**src/rtl/mem_port_arbiter.sv**
```systemverilog
// mem_port_arbiter: round-robin arbiter sharing one variable-latency memory between the CPU and the loader port.
// One access at a time; all outputs registered; hung accesses end with an error ack after TIMEOUT cycles.
module mem_port_arbiter #(
  parameter int ADDR_W  = 32,
  parameter int DATA_W  = 32,
  parameter int TIMEOUT = 15
) (
  input  logic              CLK,
  input  logic              RST,
  input  logic              req0,
  input  logic              we0,
  input  logic [ADDR_W-1:0] addr0,
  input  logic [DATA_W-1:0] wdata0,
  output logic              ack0,
  input  logic              req1,
  input  logic              we1,
  input  logic [ADDR_W-1:0] addr1,
  input  logic [DATA_W-1:0] wdata1,
  output logic              ack1,
  output logic [DATA_W-1:0] rdata,
  output logic              err,
  output logic              busy,
  output logic              mem_en,
  output logic              mem_we,
  output logic [ADDR_W-1:0] mem_addr,
  output logic [DATA_W-1:0] mem_wdata,
  input  logic [DATA_W-1:0] mem_rdata,
  input  logic              mem_ready
);
  typedef enum logic [1:0] {IDLE, ACCESS, DONE} state_t;
  state_t state, state_n;
  logic last_grant, owner, win, any_req, timed_out;
  logic [7:0] cnt;
  assign any_req = req0 | req1;
  // on a tie the requester that did not win last time goes next
  assign win = (req0 & req1) ? ~last_grant : req1;
  assign timed_out = cnt == 8'(TIMEOUT - 1);
  always_comb begin
    state_n = state;
    case (state)
      IDLE:    state_n = any_req ? ACCESS : IDLE;
      ACCESS:  state_n = (mem_ready || timed_out) ? DONE : ACCESS;
      default: state_n = IDLE;
    endcase
  end
  always_ff @(posedge CLK) begin
    if (RST) begin
      state      <= IDLE;
      last_grant <= 1'b1;
      owner      <= 1'b0;
      cnt        <= '0;
      mem_en     <= 1'b0;
      mem_we     <= 1'b0;
      mem_addr   <= '0;
      mem_wdata  <= '0;
      rdata      <= '0;
      err        <= 1'b0;
      ack0       <= 1'b0;
      ack1       <= 1'b0;
      busy       <= 1'b0;
    end else begin
      state <= state_n;
      busy  <= state_n != IDLE;
      case (state)
        IDLE: if (any_req) begin
          owner     <= win;
          mem_en    <= 1'b1;
          mem_we    <= win ? we1 : we0;
          mem_addr  <= win ? addr1 : addr0;
          mem_wdata <= win ? wdata1 : wdata0;
          cnt       <= '0;
        end
        // a ready arriving on the timeout cycle still counts as success
        ACCESS: if (mem_ready || timed_out) begin
          mem_en <= 1'b0;
          rdata  <= (mem_ready && !mem_we) ? mem_rdata : '0;
          err    <= !mem_ready;
          ack0   <= !owner;
          ack1   <= owner;
        end else begin
          cnt <= cnt + 8'd1;
        end
        default: begin
          ack0       <= 1'b0;
          ack1       <= 1'b0;
          rdata      <= '0;
          err        <= 1'b0;
          last_grant <= owner;
        end
      endcase
    end
  end
endmodule
```
**config.mk**
```make
export PLATFORM = sky130hd
export DESIGN_NAME = mem_port_arbiter
export DESIGN_NICKNAME = d
export VERILOG_FILES = /design/src/rtl/mem_port_arbiter.sv
export SDC_FILE = /design/constraint.sdc
export NUM_CORES = 1
export LEC_CHECK = 0
export ABC_AREA = 0
export BUFFER_PORTS_ARGS = -buffer_cell sky130_fd_sc_hd__buf_2
export CORE_AREA = 2 2 104 106
export CTS_BUF_LIST = sky130_fd_sc_hd__clkbuf_4 sky130_fd_sc_hd__clkbuf_8
export DETAILED_ROUTE_END_ITERATION = 8
export DIE_AREA = 0 0 106 108
export PLACE_DENSITY = 0.83
export SETUP_SLACK_MARGIN = 0.05
export SLEW_MARGIN = 0
export SYNTH_ARGS = -nofsm -noshare
export SYNTH_HDL_FRONTEND = slang
export SYNTH_SLANG_ARGS = --single-unit
```
**constraint.sdc**
```tcl
create_clock -name CLK -period 3.85 [get_ports CLK]
set_clock_uncertainty 0.1 [all_clocks]
set_input_delay 0.77 -clock CLK [delete_from_list [all_inputs] [get_ports CLK]]
set_output_delay 0.77 -clock CLK [all_outputs]
set_load 0.05 [all_outputs]
```
Word-level counts from Yosys, hierarchy flattened --
Index checks and enable logic that the tools add are counted.
Operators by class: equal/unequal tests 5, add/subtract/negate cells 1, mux-type cells 22, bitwise logic cells 4, reduce and logical (&&, ||, !) cells 13
Operators with widths (count):
- $mux 32 | 4
- $pmux 32 s2 | 1
- $mux 8 | 2
- $pmux 8 s2 | 1
- $add 8x1->8 const B | 1
- $eq 8x4->1 const B | 1
- $mux 1 | 8
- $pmux 1 s2 | 4
- $ne 2x2->1 const B | 3
- $reduce_and 3->1 | 2
- $pmux 2 s2 | 1
- $reduce_and 2->1 | 2
- $reduce_bool 2->1 | 2
- $logic_not 1->1 | 3
- $eq 2x1->1 const B | 1
- $logic_not 2->1 | 1
- $mux 2 | 1
- $not 1->1 | 2
- $reduce_or 2->1 | 1
- $and 1x1->1 | 1
- $logic_and 1x1->1 | 1
- $logic_or 1x1->1 | 1
- $or 1x1->1 | 1
Storage, ports and cells: output and inout bits 102, logic and storage cells 58, input bits 167, register bits 114

Longest topological paths before layout --
depth after elaboration 5, mapped depth 7

Least setup slack after synthesis --
OpenSTA, ideal clock, no wires.
path kind input -> register, start in req1, end reg mem_addr[0], setup time 0.138 ns, cell stages on the path 5, buffers on the path 2, path slack 2.002 ns, data required time 3.612 ns, data arrival time 1.611 ns, path through a21boi_2 > buf_4 > clkbuf_4 > mux2i_1 > a211oi_1
Between the ends: longest elaborated chain between the ends 3
Ends and longest elaborated chain:
- from (decl) | line 15 | input logic req1,
- $and 1x1->1 | line 36 | assign win = (req0 & req1) ? ~last_grant : req1;
- $mux 1 | line 36
- $mux 32 | line 69 | mem_addr <= win ? addr1 : addr0;
- to (signal assigned) | line 69
- to (decl) | line 25 | output logic [ADDR_W-1:0] mem_addr,
Parallel ways exist; a longest one is shown, timed or not. A chain may end at the register's enable or synchronous reset.

Worst setup path after layout --
start reg state[1], end reg mem_wdata[13]
Between the ends: longest elaborated chain between the ends 2
Ends and longest elaborated chain:
- from (decl) | line 31 | state_t state, state_n;
- from (signal assigned) | line 62 | state <= state_n;
- $logic_not 2->1 | line 64 | case (state)
- $reduce_and 2->1 (no line)
- to (signal assigned) | line 70 | mem_wdata <= win ? wdata1 : wdata0;
- to (decl) | line 26 | output logic [DATA_W-1:0] mem_wdata,
No other way between the ends.

==> results.json <==
{
  "max-vdd-ir-drop_uv": 262,
  "synth_fa_ha_area_frac": 0.00534,
  "htreeDepth": 4,
  "synth.most_common_cell": "dfxtp_1",
  "timing.critical_path.mode_cell": "nor2_1",
  "synth_compound_area_frac": 0.196,
  "synthSimpleGateAreaFrac": 0.125,
  "insertion_delay_ns": 0.41,
  "syn_to_final_growth_pct": 38.8,
  "synth_flop_cell": "dfxtp_1",
  "holdPathStages": 2,
  "min_path_type": "reg2reg",
  "async_flop_share": 0,
  "synth_area_leaders": "dfxtp_1 (49%), mux2i_1 (14%), a211oi_1 (10%), nor2_1 (8.1%), a22oi_1 (5.3%)",
  "yosysWarnings": 0,
  "synth-seq-area-share": 0.487,
  "hold_viol_final": 0,
  "p_per_area_nw_per_um2": 513,
  "cts_resized": 0,
  "grt.total_usage": 0.219,
  "synth_top_area_frac": 0.487,
  "clock.fmax_mhz": 465,
  "grt_antenna_before_repair": 0,
  "n_antenna_cell": 0,
  "syn-num-nets": 656,
  "wirelength_um": 12900,
  "cp_slowest_cell": "o21a_4",
  "period_needed_ns": 2.15,
  "vias": 4591,
  "required_ns": 4.08,
  "post-place-ws_ns": 1.42,
  "yosysUniqueCellTypes": 37,
  "wl_per_cell_um": 14.5,
  "start_kind": "flip-flop",
  "cts_setup_buffers": 0,
  "cts.sinks": 114,
  "yosysTopAreaCell": "dfxtp_1",
  "dp_hpwl_um": 9620,
  "synth_top_family_by_area": "compound AO/OA/AOI/OAI gates",
  "vias_per_cell": 5.17,
  "clkTransAtPathRegs_ns": 0.07,
  "gr-total-overflow": 0,
  "final.setup.tns_ns": 0,
  "cp_max_fo": 66,
  "cpPeakStageDelay_ns": 0.63,
  "ys_ff_latch": 114,
  "ios": 269,
  "ant_nets": 0,
  "nNetsFinal": 909,
  "synth_area_sq_um": 4690,
  "dp_cells": 857,
  "r2r-start": "state[1]$_SDFF_PP0_",
  "final_cells": 888,
  "die_w_um": 106,
  "grt_pass1_vias": 4285,
  "cts_hold_buf": 0,
  "end_kind": "flip-flop",
  "regToRegEndpoint": "mem_wdata[13]$_SDFFE_PP0N_",
  "cts_tree": "yes",
  "worstPathCellList": "nor2_1, o21a_4, buf_4, nor2_1, a211oi_1",
  "hp-start": "ack1$_SDFFE_PP0P_",
  "coreArea_sq_um": 10200,
  "start_util": 0.458,
  "gp_congestion": 0.804,
  "grt_first_pass_wirelength_um": 19800,
  "dieArea_sq_um": 11400,
  "rr_worst_depth": 5,
  "cts_made_buffers": 17,
  "avgSynthCellArea_sq_um": 9.63,
  "r2r_slack_ns": 1.70,
  "row_count": 37,
  "ys_top_cells_by_count": "dfxtp_1 (114), nor2_1 (101), mux2i_1 (67)",
  "worst_slack_ns": 1.70,
  "clk_path_buf_depth": 2,
  "drt_iter0_drc": 238,
  "synth_edf_count": 0,
  "crit_arrival_ns": 2.38,
  "status": "finished clean",
  "drv_cap": 0,
  "setup_violations": 0,
  "cts-root-buf": "clkbuf_8",
  "firstDrtPassIters": 4,
  "rsz0062_at_grt": "no",
  "report.final.slew_viol_count": 0,
  "synthMuxAreaShare": 0.143,
  "synth_xor_area_frac": 0,
  "portBuffers": 268,
  "min_period_over_period": 0.558,
  "min_to": "ack1$_SDFFE_PP0P_",
  "die_y_um": 108,
  "slew_headroom": 0.405,
  "worst_pin_slew_ns": 0.892,
  "synthCells": 487,
  "drive_gt1_frac": 0.415,
  "criticalPathCategory": "reg2reg",
  "grt_max_degree": 90,
  "hold_slack_ns": 0.368,
  "drc_errors": 0,
  "leakagePower_nw": 3.06
}
per-layer routing:
metal,up-vias,track usage,part of all wire
met3,19,0.0753,0.079
met5,-,0,0
met1,2075,0.238,0.40
li1,2298,-,-
met2,199,0.392,0.51
met4,0,0.0902,0.017
registers in the layout, summed over array words and instances, names as in the netlist:
signal	cells
ack0	1
cnt	8
busy	1
owner	1
rdata	32
ack1	1
last_grant	1
mem_wdata	32
mem_en	1
mem_we	1
err	1
state	2
mem_addr	32
placed cells by master, fill, tap and decap left out, types with 2 or more instances in the layout:
| master | n |
|---|---|
| nor3_1 | 2 |
| ha_1 | 2 |
| clkbuf_8 | 18 |
| nor2_1 | 101 |
| inv_1 | 3 |
| or3_1 | 3 |
| a211o_1 | 2 |
| mux2i_1 | 67 |
| a22oi_1 | 33 |
| nand2_1 | 6 |
| clkinv_4 | 2 |
| nand2b_1 | 2 |
| o21ai_0 | 3 |
| buf_4 | 8 |
| o211ai_1 | 2 |
| a211oi_1 | 65 |
| buf_2 | 267 |
| nand3_1 | 9 |
| dfxtp_1 | 114 |
| clkinvlp_4 | 5 |
| bufinv_16 | 3 |
| a21oi_1 | 9 |
| and4_1 | 2 |
| a31oi_1 | 2 |
| nor2b_1 | 3 |
report_power, final:
part | internal [mW] | total (mW) | leakage (nW) | switching [mW]
Combinational | 0.252 | 0.849 | 1.93 | 0.597
Clock | 0.663 | 1.15 | 0.194 | 0.490
Sequential | 1.28 | 1.33 | 0.939 | 0.0531
Total | 2.20 | 3.34 | 3.06 | 1.14
per-stage QoR:
step                      power [mW]  cell area, sq um   util
after floorplan                 1.97              4690      -
after global placement          2.19              6090  0.596
after detailed placement        2.21              6090  0.596
after CTS                       3.37              6510  0.636
after global routing            3.50              6510  0.636
final                           3.34              6510  0.636
layout make-up:
type,count,area [sq um]
repair buffers,276,1420
clock inverters,12,159
fillers,848,3720
inverters,3,11.3
flip-flops and latches,114,2280
clock buffers,19,255
well taps,136,170
multi-input cells,328,2210
worst max-delay path, delay by kind of cell (launching register included):
family                 cells  cell delay (ns)
AND/OR/NAND/NOR            2             0.32
AO/OA/AOI/OAI              2             0.85
flip-flops                 1             0.39
buffers and inverters      1             0.36
how the worst max path moves through the flow:
stage	from	to	slack (ns)	depth (start not counted)
3_5_place_dp	req0	mem_addr[3]$_SDFFE_PP0N_	1.42	5
2_1_floorplan	req1	mem_addr[0]$_SDFFE_PP0N_	2.00	5
5_1_grt	state[1]$_SDFF_PP0_	mem_wdata[15]$_SDFFE_PP0N_	1.54	5
6_report	state[1]$_SDFF_PP0_	mem_wdata[13]$_SDFFE_PP0N_	1.70	5
4_1_cts	state[1]$_SDFF_PP0_	mem_wdata[13]$_SDFFE_PP0N_	1.72	5
3_3_place_gp	req0	mem_wdata[20]$_SDFFE_PP0N_	1.50	5
kinds of logic after synthesis:
group | Yosys count
AND/OR/NAND/NOR | 135
adder cells (fa/ha/maj) | 2
AO/OA/AOI/OAI | 124
flip-flops | 114
buffers and inverters | 45
multiplexers | 67
Note: power is estimated with default switching activity, not from simulation.
